[config.mk]
export PLATFORM = sky130hd
export DESIGN_NAME = muladd_sequencer
export DESIGN_NICKNAME = d
export VERILOG_FILES = /design/src/rtl/muladd_pkg.sv /design/src/rtl/muladd_seq_dp.sv /design/src/rtl/muladd_sequencer.sv
export SDC_FILE = /design/constraint.sdc
export NUM_CORES = 1
export LEC_CHECK = 0
export ABC_CLOCK_PERIOD_IN_PS = 3300
export CAP_MARGIN = 20
export CORE_MARGIN = 8
export CORE_UTILIZATION = 45
export CTS_CLUSTER_SIZE = 8
export DETAILED_ROUTE_END_ITERATION = 12
export PLACE_DENSITY = 0.68
export SYNTH_ARGS = -nofsm -noshare
export SYNTH_HDL_FRONTEND = slang
export SYNTH_SLANG_ARGS = --single-unit
[constraint.sdc]
create_clock -name clk -period 3.3 [get_ports clk]
set_clock_uncertainty 0.1 [all_clocks]
set_input_delay 0.66 -clock clk [delete_from_list [all_inputs] [get_ports clk]]
set_output_delay 0.66 -clock clk [all_outputs]
set_load 0.02 [all_outputs]
[src/rtl/muladd_pkg.sv]
// Shared definitions for the MULADD sequencer.
//   muladd_state_t : sequencer FSM state encoding (2 bits)
//   FUNCT_MULADD   : R-type funct field that selects MULADD
//   ALUCTL_MULADD  : ALU control code the decoder emits for MULADD
package muladd_pkg;

    typedef enum logic [1:0] {
        IDLE = 2'd0,
        MUL  = 2'd1,
        ADD  = 2'd2,
        DONE = 2'd3
    } muladd_state_t;

    localparam logic [5:0] FUNCT_MULADD  = 6'b011001;
    localparam logic [2:0] ALUCTL_MULADD = 3'b011;

endpackage

[src/rtl/muladd_seq_dp.sv]
// Datapath for the MULADD sequencer: operand, accumulator and count registers,
// the shift-add engine and the final adder.
// Ports:
//   clk, reset        clock, async active-low reset
//   load              capture srca/srcb/srcc, clear acc and count
//   step              one shift-add multiply iteration
//   finish            {carry, result} <= acc + addend
//   srca/srcb/srcc    multiplicand, multiplier, addend
//   last_step         current MUL iteration is the final one
//   result, carry     held outputs of the final addition
module muladd_seq_dp
    import muladd_pkg::*;
#(
    parameter int WIDTH      = 32,
    parameter int EARLY_TERM = 0
) (
    input  logic             clk,
    input  logic             reset,
    input  logic             load,
    input  logic             step,
    input  logic             finish,
    input  logic [WIDTH-1:0] srca,
    input  logic [WIDTH-1:0] srcb,
    input  logic [WIDTH-1:0] srcc,
    output logic             last_step,
    output logic [WIDTH-1:0] result,
    output logic             carry
);

    localparam int CW = $clog2(WIDTH + 1);

    logic [WIDTH-1:0] mcand;
    logic [WIDTH-1:0] mplier;
    logic [WIDTH-1:0] addend;
    logic [WIDTH-1:0] acc;
    logic [CW-1:0]    count;
    logic [WIDTH-1:0] mplier_next;

    assign mplier_next = mplier >> 1;

    // Early exit looks at the multiplier after this cycle's shift, so at least
    // one MUL iteration always runs.
    assign last_step = (count == CW'(WIDTH - 1)) ||
                       ((EARLY_TERM != 0) && (mplier_next == '0));

    always_ff @(posedge clk or negedge reset) begin
        if (!reset) begin
            mcand  <= '0;
            mplier <= '0;
            addend <= '0;
            acc    <= '0;
            count  <= '0;
        end else if (load) begin
            mcand  <= srca;
            mplier <= srcb;
            addend <= srcc;
            acc    <= '0;
            count  <= '0;
        end else if (step) begin
            if (mplier[0]) begin
                acc <= acc + mcand;
            end
            mcand  <= mcand << 1;
            mplier <= mplier_next;
            count  <= count + 1'b1;
        end
    end

    // result/carry only move on a committed ADD; flush and IDLE leave them alone.
    always_ff @(posedge clk or negedge reset) begin
        if (!reset) begin
            result <= '0;
            carry  <= 1'b0;
        end else if (finish) begin
            {carry, result} <= {1'b0, acc} + {1'b0, addend};
        end
    end

endmodule

[src/rtl/muladd_sequencer.sv]
// Iterative MULADD sequencer: result = srca*srcb + srcc (low WIDTH bits) on a
// shift-add engine, holding the pipeline stall while it runs.
// Ports:
//   clk, reset        clock, async active-low reset
//   start             request a MULADD (sampled in IDLE only)
//   srca/srcb/srcc    multiplicand, multiplier, addend
//   flush             abort the operation in flight
//   stall             freeze fetch/decode/execute
//   busy              sequencer not in IDLE
//   done              one-cycle pulse, result valid
//   result, carry     final sum and its carry-out
//
// state | meaning
// IDLE  | waiting for start
// MUL   | one multiplier bit per cycle
// ADD   | add accumulator and addend into result/carry
// DONE  | done pulse, pipeline released
module muladd_sequencer
    import muladd_pkg::*;
#(
    parameter int WIDTH      = 32,
    parameter int EARLY_TERM = 0
) (
    input  logic             clk,
    input  logic             reset,
    input  logic             start,
    input  logic [WIDTH-1:0] srca,
    input  logic [WIDTH-1:0] srcb,
    input  logic [WIDTH-1:0] srcc,
    input  logic             flush,
    output logic             stall,
    output logic             busy,
    output logic             done,
    output logic [WIDTH-1:0] result,
    output logic             carry
);

    muladd_state_t state;
    muladd_state_t state_next;
    logic          load;
    logic          step;
    logic          finish;
    logic          last_step;

    always_ff @(posedge clk or negedge reset) begin
        if (!reset) begin
            state <= IDLE;
        end else begin
            state <= state_next;
        end
    end

    always_comb begin
        state_next = state;
        load       = 1'b0;
        step       = 1'b0;
        finish     = 1'b0;
        done       = 1'b0;
        stall      = 1'b0;
        case (state)
            IDLE: begin
                if (start && !flush) begin
                    load       = 1'b1;
                    // keep stall low while reset is held, even if start is high
                    stall      = reset;
                    state_next = MUL;
                end
            end
            MUL: begin
                step  = 1'b1;
                stall = 1'b1;
                if (flush) begin
                    state_next = IDLE;
                end else if (last_step) begin
                    state_next = ADD;
                end
            end
            ADD: begin
                stall = 1'b1;
                if (flush) begin
                    state_next = IDLE;
                end else begin
                    finish     = 1'b1;
                    state_next = DONE;
                end
            end
            DONE: begin
                // already committed: flush here does not cancel the pulse
                done       = 1'b1;
                state_next = IDLE;
            end
            default: state_next = IDLE;
        endcase
    end

    assign busy = (state != IDLE);

    muladd_seq_dp #(
        .WIDTH      (WIDTH),
        .EARLY_TERM (EARLY_TERM)
    ) u_dp (
        .clk       (clk),
        .reset     (reset),
        .load      (load),
        .step      (step),
        .finish    (finish),
        .srca      (srca),
        .srcb      (srcb),
        .srcc      (srcc),
        .last_step (last_step),
        .result    (result),
        .carry     (carry)
    );

endmodule

==> results of run 1 <==
[worst max-delay path, delay by kind of cell, from the launching register on]
kind	cells	cell delay [ps]
adders and majority gates	2	670
DFF	1	420
and+or+nand+nor	3	370
AOI/OAI and AO/OA	7	1520
[how the worst min path moves through the flow]
stage	end	from	depth (start not counted)	slack, ps
finish	u_dp.acc[30]	reset	2	230
floorplan	state[0]	reset	0	260
CTS	u_dp.mplier[13]	reset	2	240
global route	u_dp.mplier[4]	reset	2	260
global placement	u_dp.addend[29]	u_dp.addend[29]	2	360
detailed placement	u_dp.result[1]	u_dp.result[1]	2	360
[Yosys cell counts (all sizes together), types with 3 or more instances]
| library cell | number | area [sq um] |
|---|---|---|
| nand2 | 281 | 1050 |
| a21oi | 76 | 388 |
| nor3 | 5 | 25.0 |
| a21bo | 3 | 30.0 |
| ha | 68 | 851 |
| a21o | 26 | 195 |
| a32oi | 3 | 26.3 |
| and3 | 5 | 31.3 |
| nor4b | 3 | 26.3 |
| xnor2 | 32 | 280 |
| nor2 | 42 | 160 |
| and2 | 5 | 31.3 |
| o21ai | 129 | 657 |
| xor2 | 23 | 201 |
| mux2i | 65 | 651 |
| o311ai | 3 | 33.8 |
| nor2b | 8 | 50.1 |
| nand3b | 4 | 30.0 |
| inv | 15 | 56.3 |
| nand2b | 6 | 37.5 |
| nor3b | 3 | 27.5 |
| buf | 6 | 23.8 |
| or3 | 6 | 37.5 |
| o31ai | 6 | 50.1 |
| clkbuf | 45 | 169 |
| dfrtp | 169 | 4230 |
| o21bai | 8 | 60.1 |
| a211oi | 9 | 67.6 |
| nand4 | 14 | 93.8 |
| o21a | 9 | 67.6 |
| nand3 | 19 | 95.1 |
| a31oi | 7 | 43.8 |
| nor4 | 3 | 18.8 |
[flip-flops by register name (all words and copies together), names as in the netlist]
name         cells
u_dp.addend     32
u_dp.carry       1
state            2
u_dp.mcand      32
u_dp.mplier     32
u_dp.result     32
u_dp.count       6
u_dp.acc        32
[power breakdown]
part	leakage [uW]	internal, uW	switching [uW]
clock network	0.000279	1070	907
registers	0.00218	2810	643
logic	0.00324	2460	3140
total	0.00569	6350	4690
[metal layers]
layer  global-route usage (%)  part of all wire (%)  routed length, microns  vias to the layer above
li1                         -                     -                       -                     4205
met1                     26.5                    50                   12400                     3869
met4                     5.64                   1.5                     361                        0
met5                        0                     0                       0                        -
met2                     27.8                    45                   11100                      155
met3                     3.12                   4.0                     989                       20
[cells by family after synthesis]
logic type / synth area share (%)
muxes: 6.48
buffers and inverters: 2.48
adders and majority gates: 8.88
xor gates and xnor gates: 4.80
and+or+nand+nor: 17.4
DFF: 42.1
AOI/OAI and AO/OA: 17.9
[repair_timing]
item                                    4_1_cts  5_1_grt
hold buffers                                  0        0
endpoints found under the setup margin        0       10
setup buffers                                 0        2
resized for setup                             0        8
[per-stage QoR]
step | util, % | setup slack, ps
6_report | 56.4 | 115
5_1_grt | 56.4 | -15.7
4_1_cts | 56.0 | 11.8
3_5_place_dp | 53.4 | 15.9
3_3_place_gp | 53.4 | 104
2_1_floorplan | - | 326
[cell type report]
cell class | instances | area, sq um | area share (%)
clock buffers | 17 | 425 | 3.45
repair buffers | 149 | 1480 | 12.0
well taps | 280 | 350 | 2.84
clock inverters | 15 | 159 | 1.29
inverters | 15 | 56.3 | 0.456
multi-input cells | 894 | 5640 | 45.7
flip-flops and latches | 169 | 4230 | 34.3
==> flow_metrics.env, run 1 <==
export IMPL_status="completed"
export IMPL_clkLatencyLatePin_ps=430
export IMPL_holdWs_ps=228
export IMPL_wl_per_cell_microns=16.1
export IMPL_ys_seq_elements=169
export IMPL_grt_use_total_pct=18.4
export IMPL_grt_overflow=0
export IMPL_wirelength_microns=24800
export IMPL_relSlewSlack_pct=51.0
export IMPL_dp_cells=1505
export IMPL_die_area_sq_um=27300
export IMPL_synthToLayoutAreaGrowth_pct=22.9
export IMPL_num_rows=54
export IMPL_max_stage_delay_ps=420
export IMPL_crit_start="u_dp.acc[0]"
export IMPL_diodes=0
export IMPL_drtPass1Iterations=5
export IMPL_r2r_end="u_dp.acc[30]"
export IMPL_finalSetupTns_ps=0
export IMPL_slew_violations=0
export IMPL_maxCapViolations=0
export IMPL_synth_main_ff_cell="dfrtp_1"
export IMPL_grt_max_degree=200
export IMPL_avgViaCountPerCell=5.36
export IMPL_synth_area_sq_um=10000
export IMPL_layout_common_cells="nand2_1, dfrtp_1, clkdlybuf4s50_1, o21ai_0, a21oi_1"
export IMPL_async_flop_share_pct=100
export IMPL_drt_iter0_drc=536
export IMPL_critPathRequiredTime_ps=3510
export IMPL_ant_nets=0
export IMPL_max_freq_mhz=314
export IMPL_critPathCaptureType="flip-flop"
export IMPL_period_minus_slack_ps=3180
export IMPL_layout_cells_most_common="nand2_1"
export IMPL_nNetsFinal=1416
export IMPL_die_x_microns=165
export IMPL_root_buffer="clkbuf_16"
export IMPL_synth_warnings=0
export IMPL_numCtsBuffers=17
export IMPL_synth_fp_nets=1299
export IMPL_grt_pass1_vias=7940
export IMPL_final_cells=1539
export IMPL_start_util_pct=45.9
export IMPL_crit_path_max_fanout=4
export IMPL_globalplace_congestion=0.915
export IMPL_cp_cell_sequence="ha_1 -> fa_1 -> a21o_1 -> a21oi_2 -> o21bai_1 -> a21o_1 -> a21bo_2 -> o311ai_4 -> nor4_1 -> nor2_1 -> nor4_1 -> a211o_1"
export IMPL_grt_pass1_wl_microns=40400
export IMPL_ir_drop_mv=0.335
export IMPL_r2r_cells=12
export IMPL_power_uw=11000
export IMPL_setup_viol=0
export IMPL_clock_sinks=169
export IMPL_power_density_nw_per_um2=895
export IMPL_io_buffers=135
export IMPL_power_leakage_uw=0.00569
export IMPL_ys_seq_area_share_pct=42.1
export IMPL_core_area_sq_um=21900
export IMPL_final_cell_area_sq_um=12300
export IMPL_rrSetupSlack_ps=120
export IMPL_vias=8249
export IMPL_crit_slowest_cell="dfrtp_1"
export IMPL_dpl_cell_area_sq_um=11700
export IMPL_clkTransAtPathRegs_ps=70
export IMPL_crit_arrival_ps=3400
export IMPL_synthCells=1129
export IMPL_avgSynthCellArea_sq_um=8.89
export IMPL_drive_above_1_share_pct=5.32
export IMPL_synth_cell_types=61
export IMPL_drc_errors=0
export IMPL_hold_class="in2async"
export IMPL_antenna_found_initial=0
export IMPL_hold_violations=0
export IMPL_synth_edf_count=0
export IMPL_crit_path_end="u_dp.acc[30]"
export IMPL_fin_crit_sh_pct=96.5
export IMPL_place_hpwl_microns=18100
export IMPL_r2r_start="u_dp.acc[0]"
export IMPL_cp_start_kind="flip-flop"
export IMPL_path_class="reg2reg"
export IMPL_cts_htree_levels=4
export IMPL_cts_tree="done"
export IMPL_num_fill_cells=2029
export IMPL_fp_dieH_microns=165
export IMPL_tightest_slew_ps=735
export IMPL_top_level_ports=136
export IMPL_cts_buffer_depth=2
Power figures use the tool's default switching activity.
==> run 2, diff against run 1 <==
CORE_UTILIZATION = 65   (was 45)
DONT_BUFFER_PORTS = 1   (was default)
GPL_ROUTABILITY_DRIVEN = 0   (was default)
PLACE_DENSITY = 0.82   (was 0.68)
==> run 2 against run 1 <==
Effect of this change:
- the run now ends with negative hold slack left
- fmax increased by 0.96%
- setup slack better by 30 ps
- global-route usage grew 5.0 points
- non-clock buffer count shrank 138
- design area is 12% lower
- cell count shrank 15%
- highest routed layer unchanged
==> flow_metrics.env, run 2 (synthesis results as in run 1) <==
export IMPL_critPathRequiredTime_ps=3500
export IMPL_drt_iter0_drc=637
export IMPL_root_buffer="clkbuf_16"
export IMPL_drive_above_1_share_pct=5.09
export IMPL_cp_cell_sequence="ha_1 -> fa_1 -> a211oi_1 -> nor2_1 -> o311a_1 -> o31ai_4 -> nand4_1 -> o211a_1 -> a31oi_4 -> a21bo_1 -> xor2_1 -> o21ai_1"
export IMPL_setup_viol=0
export IMPL_nNetsFinal=1278
export IMPL_seqPwrFrac_pct=31.9
export IMPL_netSwitchingFraction_pct=41.7
export IMPL_drtPass1Iterations=5
export IMPL_die_area_sq_um=19700
export IMPL_vias=7917
export IMPL_cts_tree="done"
export IMPL_tightest_slew_ps=752
export IMPL_power_density_nw_per_um2=1000
export IMPL_period_minus_slack_ps=3150
export IMPL_grt_overflow=0
export IMPL_clkTransAtPathRegs_ps=60
export IMPL_core_area_sq_um=15100
export IMPL_max_stage_delay_ps=420
export IMPL_maxCapViolations=0
export IMPL_clockPowerShare_pct=18.2
export IMPL_comb_power_share_pct=49.9
export IMPL_power_leakage_uw=0.00516
export IMPL_hold_violations=169
export IMPL_p_int_uw=6320
export IMPL_ant_nets=0
export IMPL_numCtsBuffers=17
export IMPL_critPathCaptureType="flip-flop"
export IMPL_max_freq_mhz=317
export IMPL_wl_per_cell_microns=17.5
export IMPL_grt_use_total_pct=23.3
export IMPL_cts_buffer_depth=2
export IMPL_io_buffers=0
export IMPL_ir_drop_mv=0.499
export IMPL_power_uw=10800
export IMPL_crit_path_max_fanout=3
export IMPL_violations="negative hold slack"
export IMPL_num_rows=45
export IMPL_layout_cells_most_common="nand2_1"
export IMPL_wirelength_microns=22800
export IMPL_clock_sinks=169
export IMPL_top_level_ports=136
export IMPL_start_util_pct=66.3
export IMPL_p_switching_uw=4520
export IMPL_cp_start_kind="flip-flop"
export IMPL_slew_violations=0
export IMPL_die_x_microns=140
export IMPL_antenna_found_initial=0
export IMPL_rsz0062_at_grt="no"
export IMPL_status="finished with violations"
export IMPL_place_hpwl_microns=16300
export IMPL_fp_dieH_microns=140
export IMPL_path_class="reg2reg"
export IMPL_critPathBufInv=0
export IMPL_hold_class="in2async"
export IMPL_cts_htree_levels=4
export IMPL_holdWs_ps=-183
export IMPL_crit_slowest_cell="fa_1"
export IMPL_diodes=0
export IMPL_grt_max_degree=200
export IMPL_cp_top_family="compound AO/OA/AOI/OAI gates"
export IMPL_crit_arrival_ps=3350
export IMPL_relSlewSlack_pct=49.9
export IMPL_layout_common_cells="nand2_1, dfrtp_1, o21ai_0, a21oi_1, ha_1"
export IMPL_avgViaCountPerCell=6.06
export IMPL_synthToLayoutAreaGrowth_pct=7.75
export IMPL_grt_pass1_wl_microns=37400
export IMPL_grt_pass1_vias=7374
export IMPL_drc_errors=0
export IMPL_clkLatencyLatePin_ps=430
export IMPL_finalSetupTns_ps=0
export IMPL_fin_crit_sh_pct=95.6
## run 2: cell types whose count changed in the layout (fill, tap and decap cells not counted), moves of 2 or more
cell,previous run,this run
clkinv_2,0,2
a21oi_2,4,2
inv_8,4,0
buf_4,12,10
inv_6,5,0
clkbuf_8,0,4
clkinv_4,2,0
a21oi_1,72,74
clkbuf_1,0,2
clkdlybuf4s50_1,134,0
## run 2: area by class of cell
cell class | count | area [sq um]
Clock buffer | 23 | 488
Clock inverter | 7 | 92.6
Fill cell | 1132 | 4330
Inverter | 15 | 56.3
Multi-Input combinational cell | 894 | 5620
Sequential cell | 169 | 4230
Tap cell | 188 | 235
Timing Repair Buffer | 11 | 95.1
## run 2: per-layer routing
layer,track usage (%),wire length [microns],vias to the layer above
met2,34.8,10000,250
met3,6.32,1720,30
met5,0,0,-
li1,-,-,3910
met1,32.7,10700,3727
met4,6.63,357,0
## run 2: final timing paths
check	start	endpoint	slack, ps	cells after the start
worst min-delay path	reset	u_dp.mcand[11]	-180	0
min in group clk	srcc[17]	u_dp.addend[17]	230	2
worst max-delay path	u_dp.acc[0]	u_dp.result[30]	150	12
worst max register to register	u_dp.acc[0]	u_dp.result[30]	150	12
worst min register to register	u_dp.addend[26]	u_dp.addend[26]	380	2
max in group asynchronous	reset	u_dp.acc[30]	2920	0
## run 2: per-stage QoR
step / std cells / hold slack (ps) / setup slack [ps] / instance area (sq um) / utilization, %
floorplan: 1129 / 264 / 326 / 10000 / -
global placement: 1276 / 273 / 116 / 10200 / 67.2
detailed placement: 1276 / 270 / 29.9 / 10200 / 67.2
CTS: 1306 / -198 / 11.1 / 10800 / 71.1
global route: 1307 / -198 / 4.40 / 10800 / 71.4
finish: 1307 / -183 / 145 / 10800 / 71.4
## run 2: timing repair
action / in CTS / in global routing
hold endpoints to repair: 169 / 169
gates resized for setup: 0 / 5
setup buffers: 0 / 1
setup endpoints to repair: 0 / 10
## run 2: power groups by stage
stage	clock (uW)	combinational [uW]	sequential, uW
floorplan	0	4370	3220
global placement	0	5120	3440
global route	2090	6060	3530
CTS	2000	5310	3440
finish	1970	5410	3460
detailed placement	0	5270	3460
==> edit 1 (config.mk and constraints of run 2) <==
The 4 states of `muladd_state_t` get a one-hot encoding in 4 bits.
--- a/src/rtl/muladd_pkg.sv
+++ b/src/rtl/muladd_pkg.sv
@@ -4,11 +4,11 @@
 //   ALUCTL_MULADD  : ALU control code the decoder emits for MULADD
 package muladd_pkg;
 
-    typedef enum logic [1:0] {
-        IDLE = 2'd0,
-        MUL  = 2'd1,
-        ADD  = 2'd2,
-        DONE = 2'd3
+    typedef enum logic [3:0] {
+        IDLE = 4'b0001,
+        MUL  = 4'b0010,
+        ADD  = 4'b0100,
+        DONE = 4'b1000
     } muladd_state_t;
 
     localparam logic [5:0] FUNCT_MULADD  = 6'b011001;
Function: no difference found for any inputs over 10 cycles, from zero or initial values and one cycle with reset low; not proved beyond that.
==> edit 1 against run 2 <==
Sequential cell count is 2 higher. Synthesized cell count is 3.3% higher. First-iteration DRC count is 1.6% lower. Wire length is 1.9% higher. Worst setup slack better by 0.047 ns. Largest cell class unchanged. The flow still finishes with violations (negative hold slack). Final area is 0.12% lower. Via count is 2.6% higher. Synthesized area is 0.90% lower.
Power is not compared: it rests on default switching activity, and its combinational part moved more than twofold at a synthesized area within 25%.
==> edit 1: results (changes against run 2) <==
Run status: finished with violations
Failing checks: negative hold slack
Endpoints failing hold: 170 (+0.59%)
Place WS: 0.08973 ns (+0.05986 ns)
CORE AREA: 15090 sq um (-0.37%)
Library cells used by synthesis: 64 (+4.9%)
Num CTS Buffers: 17 (unchanged)
Non-clk bufs: 15 (+4)
Slew headroom: 47.20% (-2.7 points)
Gr usage total: 24.23% (+0.90 points)
Via Count: 8119 (+2.6%)
Sequential share of the synthesized area: 43.03% (+0.90 points)
Port Buffers: 0 (unchanged)
Post-synthesis adder-cell area fraction: 8.453% (-0.42 points)
HPWL Detailed: 17030 um (+4.5%)
Multi-input logic area: 5415 sq um (-3.6%)
Compound-Gate Fraction of Synth Area: 19.77% (+1.9 points)
Hold Slack: -0.1663 ns (+0.01708 ns)
Seq Cell Count: 171 (+1.2%)
Final critical-path required period: 3.108 ns (-0.04683 ns)
Proportion of synthesized area in mux cells: 0.5283% (-6.0 points)
Longest Clk Path Bufs: 2 (unchanged)
Drt wl/cell: 17.30 um (-0.97%)
FF+latch area: 4280 sq um (+1.2%)
Largest net degree at the start of global routing: 173 (-14%)
Crit start category: register
Layout non-clock buf frac: 1.274% (+0.39 points)
H-tree depth: 4 (unchanged)
Post-layout util: 71.59% (+0.18 points)
Post-Synth XOR/XNOR Area: 4.931% (+0.13 points)
R2R setup slack: 0.19 ns (+0.05 ns)
Arr. time, crit path: 3.29 ns (-0.06 ns)
Crit path to: u_dp.result[20]
CLK BUF: 21 (-8.7%)
Share of cells above drive strength 1: 5.877% (+0.78 points)
Clock root buffer: clkbuf_16
Vias in the first global route: 7881 (+6.9%)
Synth top cells by count: nand2_1, dfrtp_1, o21ai_0, nor2_1, ha_1
Inverter count: 22 (+7)
Clock-pin slew on the worst setup and hold paths: 0.07 ns
# placed instances: 1313 (+2.9%)
Clock network contribution to total cell area: 6.034% (+0.67 points)
Clock power frac: 34.5%
Drt first pass iters: 6 (+1)
First-pass GRT wire length: 38560 um (+3.2%)
CP startpoint: u_dp.acc[0]
Synth top area cells: dfrtp_1, nand2_1, ha_1
Class of the worst hold path: in2async
Yosys Warn Count: 0 (unchanged)
CP max FO: 3 (unchanged)
Multi-input gates: 917 (+2.6%)
Filler cells: 1129 (-0.27%)
Mapped Avg Cell Area: 8.531 sq um (-4.0%)
Placed cell area: 10140 sq um (-0.39%)
Top delay family on crit path: compound AO/OA/AOI/OAI gates
First-iteration detailed-routing DRC count: 627 (-1.6%)
Clk power: 2.19 mW
DRT Wirelength: 23270 um (+1.9%)
edit 1: changes by cell type in the layout (fill, tap and decap cells not counted), sizes merged, moves of 4 or more:
cell,run 2,this run
xnor2,32,36
inv,15,21
nand2,281,322
nand3,19,41
o21ai,129,84
nand4,14,10
nor2,42,73
ha,68,64
buf,11,15
mux2i,65,3
a21oi,76,57
a31oi,7,40
nor2b,8,3
a22oi,0,31
edit 1: cells by family (layout without fill, tap and decap cells):
family | Yosys count | count (layout)
AO/OA/AOI/OAI | 303 | 303
XOR/XNOR | 56 | 56
adder cells (fa/ha/maj) | 66 | 66
buffers and inverters | 78 | 69
flip-flops | 171 | 171
multiplexers | 5 | 5
AND/OR/NAND/NOR | 487 | 487
edit 1: layer usage:
layer / vias to the layer above / global-route usage (%) / wire length [um]
met1: 3799 / 32.54 / 10860
met5: - / 0 / 0
li1: 4031 / - / -
met4: 0 / 8.514 / 501
met3: 40 / 8.687 / 1933
met2: 249 / 35.51 / 9973
==> edit 2 (flow settings as in run 2) <==
Without the edit above. `WIDTH` is set to 32 in 2 places; all go to 64.
--- a/src/rtl/muladd_seq_dp.sv
+++ b/src/rtl/muladd_seq_dp.sv
@@ -11,7 +11,7 @@
 module muladd_seq_dp
     import muladd_pkg::*;
 #(
-    parameter int WIDTH      = 32,
+    parameter int WIDTH      = 64,
     parameter int EARLY_TERM = 0
 ) (
     input  logic             clk,
--- a/src/rtl/muladd_sequencer.sv
+++ b/src/rtl/muladd_sequencer.sv
@@ -18,7 +18,7 @@
 module muladd_sequencer
     import muladd_pkg::*;
 #(
-    parameter int WIDTH      = 32,
+    parameter int WIDTH      = 64,
     parameter int EARLY_TERM = 0
 ) (
     input  logic             clk,
Ports: changed (resized result, srca, srcb and srcc); port bits go from 136 to 264. The function was not compared with the original's and may differ.
==> edit 2 against run 2 <==
The run ends with negative hold slack, max-slew violations left. Synthesized area increased by 110%. Sequential cell count is 161 higher. Clock power grew 120%. Core utilization rose by 1.6 points. Via count is 140% higher. Die area is 97% higher. Final area rose by 120%. Wire length increased to 2.6 times the old value. Worst setup slack got worse by 0.071 ns. Total power increased by 140%. Largest power group unchanged.
==> edit 2: results (changes against run 2) <==
Slew headroom: -1.152% (-51 points)
Gr usage total: 29.45% (+6.1 points)
Run status: finished with violations
Num CTS Buffers: 47 (+30)
R2R setup slack: 0.07 ns (-0.07 ns)
Largest net degree at the start of global routing: 332 (+66%)
Dominant synthesized flop cell: dfrtp_1
R2R cell count: 12 (unchanged)
First-iteration detailed-routing DRC count: 1551 (+140%)
Hold Slack: -0.2958 ns (-0.1125 ns)
# setup viols final: 0 (unchanged)
Highest clock rate: 0.3100 GHz (-2.2%)
Yosys Warn Count: 0 (unchanged)
Number of flops mapped to enable cells by yosys: 0 (unchanged)
Synth top area cells: dfrtp_1, nand2_1, ha_1
Pleak: 11.02 nW (+110%)
First-pass GRT wire length: 93830 um (+150%)
Library cells used by synthesis: 89 (+46%)
Worst R2R End: u_dp.result[55]
CP peak stage delay: 0.46 ns (+0.04 ns)
DRT Wirelength: 59490 um (+160%)
Clock root buffer: clkbuf_16
Longest Clk Path Bufs: 3 (+1)
CP startpoint: u_dp.addend[1]
Sequential share of the synthesized area: 38.88% (-3.3 points)
Failing checks: negative hold slack, max-slew violations
Initial antenna violation count: 0 (unchanged)
Vias in the first global route: 18500 (+150%)
Class of the worst hold path: in2async
Post-synth ARST share: 100.0% (unchanged)
H-tree depth: 2 (-2)
Synth top cells by count: nand2_1, dfrtp_1, o21ai_0, a21oi_1
Slew Limit Fails: 43 (+43)
DR vias/cell: 6.431 (+6.2%)
Critical path class: reg2reg
Clock-pin slew on the worst setup and hold paths: 0.05 ns
Drt first pass iters: 5 (unchanged)
Port Buffers: 0 (unchanged)
Slowest library cell on the worst path: a221o_1
Share of cells above drive strength 1: 10.57% (+5.5 points)
Clock Latency Late Sink: 0.56 ns (+0.13 ns)
Worst vdd ir: 0.0005795 V (+16%)
Syn nets: 2819 (+120%)
Arr. time, crit path: 3.57 ns (+0.22 ns)
HPWL Detailed: 42710 um (+160%)
Endpoints failing hold: 217 (+28%)
CP max FO: 3 (unchanged)
==> edit 2: cell types whose count changed in the layout (fill, tap and decap cells not counted), sizes merged, moves of 27 or more <==
| cell | run 2 | this run |
|---|---|---|
| a21o | 26 | 73 |
| a21oi | 76 | 206 |
| buf | 11 | 101 |
| clkbuf | 23 | 53 |
| dfrtp | 169 | 330 |
| ha | 68 | 132 |
| mux2i | 65 | 131 |
| nand2 | 281 | 561 |
| nand3 | 19 | 47 |
| nand4 | 14 | 48 |
| nor2 | 42 | 90 |
| nor3 | 5 | 32 |
| o21ai | 129 | 273 |
| xnor2 | 32 | 60 |
==> edit 2: per-layer routing <==
metal	part of all wire [%]	vias up	track usage [%]
met1	41	8954	38.42
li1	-	8794	-
met2	46	936	46.34
met4	3.5	0	12.23
met5	0	-	0
met3	10	173	7.522
==> edit 2: stage by stage <==
step                      instance area, sq um  power, mW  worst slack, ns  cells  util [%]
after floorplan                          21240      16.71           0.2244   2489         -
after global routing                     23630      27.44         -0.05197   2931     72.98
after detailed placement                 21880      20.42        -0.009281   2861     67.59
final                                    23630      25.75          0.07401   2932     72.99
after CTS                                23150      24.89         0.004198   2914     71.51
after global placement                   21880      19.92          0.08457   2861     67.59
==> edit 2: power by group <==
part           switching [mW]  internal, mW  leakage [nW]
combinational            8.54          5.97          6.17
clock                    1.66          2.63         0.621
sequential               1.39          5.57          4.24
==> edit 2: repair_timing <==
item,CTS,global route
setup buffers,0,18
pin swaps,5,39
setup endpoints to repair,2,45
gates resized for setup,2,78
hold endpoints to repair,330,330
==> edit 2: kinds of logic (layout without fill, tap and decap cells) <==
| logic type | count (synthesis) | count (layout) | share of synthesized area (%) |
|---|---|---|---|
| XOR/XNOR | 106 | 106 | 4.371 |
| flip-flops | 330 | 330 | 38.88 |
| AO/OA/AOI/OAI | 711 | 711 | 20.69 |
| AND/OR/NAND/NOR | 885 | 885 | 18.35 |
| other | 0 | 1 | 0 |
| adder cells (fa/ha/maj) | 134 | 134 | 7.964 |
| multiplexers | 133 | 133 | 6.279 |
| buffers and inverters | 190 | 190 | 3.475 |
==> edit 2: worst max-delay path: cells and delay by family (launching register included) <==
family                   cells  cell delay [ns]
buffers and inverters        1             0.21
AND/OR/NAND/NOR              3             0.31
multiplexers                 1             0.26
adder cells (fa/ha/maj)      1             0.31
XOR/XNOR                     1             0.15
flip-flops                   1             0.41
AO/OA/AOI/OAI                5             1.36
==> edit 2: layout make-up <==
| cell class | instances | area [sq um] |
|---|---|---|
| repair buffers | 101 | 787.0 |
| fillers | 2406 | 8743 |
| flip-flops and latches | 330 | 8258 |
| diodes | 1 | 2.502 |
| well taps | 442 | 553.0 |
| clock buffers | 53 | 1261 |
| inverters | 36 | 135.1 |
| multi-input cells | 1969 | 12630 |
